$ cat src/rtl/fetch_sequencer_pkg.sv
// Shared types and constants for the instruction-fetch sequencer.
package fetch_sequencer_pkg;

   localparam int unsigned XLEN   = 32;
   localparam int unsigned INST_W = 32;

   localparam logic [XLEN-1:0] RESET_VECTOR_DEF = 32'h0000_0000;
   localparam logic [XLEN-1:0] EXC_VECTOR_DEF   = 32'h8000_0180;

   typedef enum logic [1:0] {
      IDLE = 2'd0,
      REQ  = 2'd1,
      WAIT = 2'd2,
      HOLD = 2'd3
   } fetch_state_e;

   // Winning redirect after priority selection; target already word aligned.
   typedef struct packed {
      logic            valid;
      logic            exc;
      logic [XLEN-1:0] target;
   } redirect_t;

endpackage

$ cat src/rtl/redirect_arbiter.sv
// Priority select of exception > branch > jump redirects, with target alignment.
module redirect_arbiter
   import fetch_sequencer_pkg::*;
#(
   parameter logic [XLEN-1:0] EXC_VECTOR = EXC_VECTOR_DEF
)
(
   input  logic            exc_valid,
   input  logic            br_taken,
   input  logic [XLEN-1:0] br_target,
   input  logic            jump_valid,
   input  logic [XLEN-1:0] jump_target,
   output redirect_t       redirect_c
);

   always_comb begin
      redirect_c = '0;
      if (exc_valid) begin
         redirect_c.valid  = 1'b1;
         redirect_c.exc    = 1'b1;
         redirect_c.target = EXC_VECTOR;
      end else if (br_taken) begin
         redirect_c.valid  = 1'b1;
         redirect_c.target = br_target;
      end else if (jump_valid) begin
         redirect_c.valid  = 1'b1;
         redirect_c.target = jump_target;
      end
      redirect_c.target[1:0] = 2'b00;
   end

endmodule

$ cat src/rtl/fetch_sequencer.sv
// Owns the PC and issues one instruction-memory request at a time; applies
// redirects, holds the fetched word under stall and discards stale responses.
module fetch_sequencer
   import fetch_sequencer_pkg::*;
#(
   parameter logic [XLEN-1:0] RESET_VECTOR = RESET_VECTOR_DEF,
   parameter logic [XLEN-1:0] EXC_VECTOR   = EXC_VECTOR_DEF
)
(
   input  logic              clk,
   input  logic              reset,
   input  logic              stall,
   input  logic              exc_valid,
   input  logic              br_taken,
   input  logic [XLEN-1:0]   br_target,
   input  logic              jump_valid,
   input  logic [XLEN-1:0]   jump_target,
   output logic              imem_req,
   output logic [XLEN-1:0]   imem_addr,
   input  logic              imem_ready,
   input  logic              imem_rvalid,
   input  logic [INST_W-1:0] imem_rdata,
   output logic              inst_valid,
   output logic [INST_W-1:0] inst,
   output logic [XLEN-1:0]   inst_pc,
   output logic [XLEN-1:0]   pc,
   output logic [XLEN-1:0]   epc
);

   fetch_state_e      state, state_n;
   logic              kill, kill_n;
   logic              req_n, valid_n;
   logic [XLEN-1:0]   pc_n, addr_n, inst_pc_n, epc_n;
   logic [INST_W-1:0] inst_n;
   logic              handshake_c, consumed_c;
   redirect_t         redirect_c;

   redirect_arbiter #(.EXC_VECTOR(EXC_VECTOR)) u_arb (
      .exc_valid   (exc_valid),
      .br_taken    (br_taken),
      .br_target   (br_target),
      .jump_valid  (jump_valid),
      .jump_target (jump_target),
      .redirect_c  (redirect_c)
   );

   assign handshake_c = imem_req & imem_ready;
   assign consumed_c  = inst_valid & ~stall;

   // Next-state and next-register computation.
   always_comb begin
      state_n   = state;
      kill_n    = kill;
      pc_n      = pc;
      addr_n    = imem_addr;
      inst_n    = inst;
      inst_pc_n = inst_pc;
      valid_n   = inst_valid;
      epc_n     = epc;
      req_n     = 1'b0;

      unique case (state)
         IDLE: state_n = REQ;
         REQ: begin
            if (consumed_c)  valid_n = 1'b0;
            if (handshake_c) state_n = WAIT;
         end
         WAIT: begin
            if (consumed_c) valid_n = 1'b0;
            if (imem_rvalid) begin
               if (kill) begin
                  kill_n = 1'b0;
               end else begin
                  inst_n    = imem_rdata;
                  inst_pc_n = imem_addr;
                  valid_n   = 1'b1;
                  pc_n      = pc + XLEN'(4);
               end
               state_n = (!kill && stall) ? HOLD : REQ;
            end
         end
         HOLD: begin
            if (!stall) begin
               valid_n = 1'b0;
               state_n = REQ;
            end
         end
         default: state_n = IDLE;
      endcase

      // A redirect squashes the current word and any request already issued.
      if (redirect_c.valid) begin
         pc_n    = redirect_c.target;
         valid_n = 1'b0;
         if (redirect_c.exc) epc_n = inst_valid ? inst_pc : pc;
         case (state)
            REQ:  kill_n = 1'b1;
            WAIT: begin
               if (imem_rvalid) begin
                  kill_n  = 1'b0;
                  state_n = REQ;
               end else begin
                  kill_n = 1'b1;
               end
            end
            HOLD:    state_n = REQ;
            default: ;
         endcase
      end

      req_n = (state_n == REQ);
      // Address is latched on REQ entry and held until the handshake.
      if (state_n == REQ && state != REQ) addr_n = pc_n;
   end

   always_ff @(posedge clk or posedge reset) begin
      if (reset) begin
         state      <= IDLE;
         kill       <= 1'b0;
         pc         <= RESET_VECTOR;
         imem_req   <= 1'b0;
         imem_addr  <= '0;
         inst_valid <= 1'b0;
         inst       <= '0;
         inst_pc    <= '0;
         epc        <= '0;
      end else begin
         state      <= state_n;
         kill       <= kill_n;
         pc         <= pc_n;
         imem_req   <= req_n;
         imem_addr  <= addr_n;
         inst_valid <= valid_n;
         inst       <= inst_n;
         inst_pc    <= inst_pc_n;
         epc        <= epc_n;
      end
   end

endmodule

$ cat config.mk
export PLATFORM = sky130hd
export DESIGN_NAME = fetch_sequencer
export DESIGN_NICKNAME = d
export VERILOG_FILES = /design/src/rtl/fetch_sequencer_pkg.sv /design/src/rtl/redirect_arbiter.sv /design/src/rtl/fetch_sequencer.sv
export SDC_FILE = /design/constraint.sdc
export NUM_CORES = 1
export LEC_CHECK = 0
export ABC_AREA = 0
export CAP_MARGIN = 20
export CORE_ASPECT_RATIO = 0.5
export CORE_MARGIN = 1.5
export CORE_UTILIZATION = 24
export DETAILED_ROUTE_END_ITERATION = 7
export PLACE_DENSITY = 0.54
export SLEW_MARGIN = 10
export SYNTH_ARGS = -nofsm -noshare
export SYNTH_HDL_FRONTEND = slang
export SYNTH_SLANG_ARGS = --single-unit
$ cat constraint.sdc
create_clock -name clk -period 9.46 [get_ports clk]
set_input_delay 0.946 -clock clk [delete_from_list [all_inputs] [get_ports clk]]
set_output_delay 0.946 -clock clk [all_outputs]
set_load 0.005 [all_outputs]
==> impl_results.md <==
* Post-synth EDFFs at 0
* Average wire per standard cell at 18.22 um
* Register-to-register path setup slack at 5.75 ns
* Count of port buffers added during placement at 261
* Post-synthesis register bit count at 165
* Skew final at 0.008705 ns
* Resized Gates After CTS at 0
* Total Die Area at 0.03298 mm^2
* Clk sinks at 165
* Cells taking the most area after synthesis: sky130_fd_sc_hd__dfrtp_1 54%, sky130_fd_sc_hd__nand2_1 11%, sky130_fd_sc_hd__mux2_2 4.4%
* Final hold vios at 0
* TritonCTS clock tree: done
* Avg Cell Area, Syn at 9.708 um^2
* Remaining antenna violation count at 0
* Cell depth of the worst flop-to-flop path at 9
* Vias at 6777
* Remaining Overflow, GRT at 0
* Vias in the first global route at 6728
* Worst hold-check slack at 0.4783 ns
* Normalized max-slew margin at 36.55%
* Cells on Worst Hold Path at 2
* Endpoint with the worst hold slack: inst[22]
* Part of the total power dissipated in sequential elements at 39.9%
* Hold crit path type: reg2reg
* Core outline area at 0.03080 mm^2
* Maximum capacitance violations at 0
* Startpoint of the lowest-slack hold path: inst[22]
* Critical Path Start Type: primary input
* Count of hold-fix buffers inserted at cts at 0
* Clock Latency Late Sink at 0.44 ns
* Number of standard cells in the final layout excluding fillers at 1461
* NumNets Final at 1135
* Number of max-slew violations in the final report at 0
* Cell at the root of the clock tree: sky130_fd_sc_hd__clkbuf_16
* Global router's overall resource usage at 15.91%
* Chip width at 255.3 um
* Number of standard-cell rows in the floorplan at 45
* Library cell with the highest instance count after synthesis: sky130_fd_sc_hd__nand2_1
* Critical Path Fanout Max at 68
* Leakage power figure at 4.779 nW
* Number of buffers inserted to repair setup after CTS at 0
* Count of pins on the block boundary at 266
* Post-Syn Instances at 787
* Count of placed standard cells including taps at 1427
* # diodes at 0
* Area taken by flip-flops and latches at 0.004130 mm^2
* Post-route minimum period at 3.931 ns
* Result of the run: finished clean
* Area share of the leading cell type in the synthesized netlist at 54.05%
* Critical path data required time at 9.78 ns
* Maximum level of the CTS H-tree at 4
* Async set-or-reset flop fraction in the synthesized netlist at 100.0%
* Sequential-to-total area share from yosys stat at 54.05%
* Area growth syn-to-layout at 47.95%
* Multi-input gate area in the final layout at 0.003263 mm^2
* Yosys warns at 0
* Total power density per cell area at 223.5 mW/mm^2
* Setup TNS Final at 0 ns
* Most used flip-flop cell after synthesis: sky130_fd_sc_hd__dfrtp_1
* Global placement routability congestion at 0.7986
* Starting DRC count in detailed routing at 485
* Clock transition at the registers of the reported paths at 0.06 ns
* Fraction of layout instances using a drive strength above 1 at 8.189%
* Die Height at 129.2 um
* Number of library cell types mapped by synthesis at 60
* Fmax achieved at 254.4 MHz
* Power Internal at 0.001755 W
* Number of antenna violations at the first check in global routing at 0
* R2R Path End: imem_addr[1]
* Power dissipated by switching net loads at 0.0007712 W
* Effective utilization at floorplan at 24.81%
* Area of the mapped netlist at 0.007640 mm^2
* Switching share of total power at 30.53%
* Total detailed-routing wirelength at 26620 um
* Data arrival time of the critical path at 4.25 ns
* Drt drc at 0
* Pin count of the biggest net entering global routing at 106
* Worst Tran Pin Value at 0.9474 ns
* Post-layout total power at 0.002526 W
* Max VDD drop at 0.0001183 V
* Dominant cell type by area after synthesis: sky130_fd_sc_hd__dfrtp_1
* Count of TritonRoute iterations in the first routing pass at 7
* Number of inserted filler cells in the final layout at 3083
* Startpoint of the worst-slack reg-to-reg timing path: state[0]
* RSZ-0062 raised after global routing: no
* Clk network pwr share at 28.3%
* Post-Synthesis Net Count at 897
* Endpoint type of the worst setup path: flop
* Global-route wire length before repair at 40210 um
* CTS max path bufs at 2
* Number of buffers created by CTS at 17
* Critical path class: in2reg
* DP Wirelength at 18820 um
* Final clock period utilization by the worst path at 41.55%
* Drt via density at 4.639
* Comb power frac at 31.7%
* Final setup viols at 0
* Most used standard cells in the synthesized netlist: 214 x sky130_fd_sc_hd__nand2_1, 165 x sky130_fd_sc_hd__dfrtp_1, 49 x sky130_fd_sc_hd__nor2_1
[state kept, by name, summed over array words and instances (netlist names)]
signal	count
pc	32
state	2
inst_valid	1
inst	32
imem_addr	32
inst_pc	32
kill	1
epc	32
imem_req	1
[worst max-delay path, stage by stage]
cell and delay (ns):
sky130_fd_sc_hd__clkdlybuf4s50_1 0.61, sky130_fd_sc_hd__and3b_2 0.21, sky130_fd_sc_hd__buf_4 0.67, sky130_fd_sc_hd__nand2_1 0.12
sky130_fd_sc_hd__a221o_1 0.42, sky130_fd_sc_hd__nand2_1 0.44, sky130_fd_sc_hd__buf_4 0.41, sky130_fd_sc_hd__mux2_2 0.38
[power by group through the flow]
stage / logic [W] / registers (W) / clock network (W)
6_report: 0.000802 / 0.00101 / 0.000716
5_1_grt: 0.000868 / 0.00103 / 0.000764
4_1_cts: 0.000811 / 0.00101 / 0.000734
3_5_place_dp: 0.000807 / 0.00102 / 0
3_3_place_gp: 0.000801 / 0.00101 / 0
2_1_floorplan: 0.000336 / 0.000999 / 0
[area by class of cell]
class	count	share of cell area [%]
Clock buffer	22	4.284
Tap cell	423	4.682
Multi-Input combinational cell	558	28.87
Clock inverter	10	1.074
Inverter	12	0.4428
Sequential cell	165	36.54
Timing Repair Buffer	271	24.11
[how the worst max path moves through the flow]
stage	end	slack, ns	startpoint
2_1_floorplan	epc[0]	4.05	reset
3_3_place_gp	imem_addr[4]	5.09	imem_rvalid
3_5_place_dp	imem_addr[31]	5.06	imem_rvalid
4_1_cts	imem_addr[1]	5.53	imem_rvalid
5_1_grt	imem_addr[1]	5.29	imem_rvalid
6_report	imem_addr[1]	5.53	imem_rvalid
[logic make-up after synthesis]
group / count (synthesis) / synth area share, %
AOI/OAI and AO/OA: 132 / 11.61
xor gates and xnor gates: 10 / 1.146
adders and majority gates: 6 / 0.9826
buffers and inverters: 64 / 3.357
DFF: 165 / 54.05
muxes: 62 / 8.614
and+or+nand+nor: 348 / 20.24
[stage by stage]
step | util [%] | setup slack [ns] | area [um^2]
3_5_place_dp | 34.56 | 5.057 | 10640
5_1_grt | 36.70 | 5.286 | 11300
3_3_place_gp | 34.56 | 5.085 | 10640
6_report | 36.70 | 5.529 | 11300
2_1_floorplan | - | 4.052 | 7640
4_1_cts | 36.52 | 5.532 | 11250
[layer usage]
layer  wire [um]  global-route usage, %  vias up
met1       11570                  20.07     3339
met3         973                  3.071       34
met2       13500                  27.45      170
met4         572                  5.707        0
li1            -                      -     3234
met5           0                      0        -
[cell usage in the layout (no fill, tap or decap), types with 7 or more instances in the layout]
master,n
sky130_fd_sc_hd__nand2_1,214
sky130_fd_sc_hd__o22ai_1,7
sky130_fd_sc_hd__inv_1,11
sky130_fd_sc_hd__clkdlybuf4s50_1,260
sky130_fd_sc_hd__nand4_1,16
sky130_fd_sc_hd__xnor2_1,8
sky130_fd_sc_hd__nor4_1,9
sky130_fd_sc_hd__o21ai_0,12
sky130_fd_sc_hd__mux2i_1,32
sky130_fd_sc_hd__buf_4,9
sky130_fd_sc_hd__a22oi_1,17
sky130_fd_sc_hd__nor2_1,49
sky130_fd_sc_hd__nand3_1,15
sky130_fd_sc_hd__clkbuf_16,17
sky130_fd_sc_hd__dfrtp_1,164
sky130_fd_sc_hd__a21oi_1,48
sky130_fd_sc_hd__mux2_2,30
No activity file was read; power rests on OpenSTA's default activity.
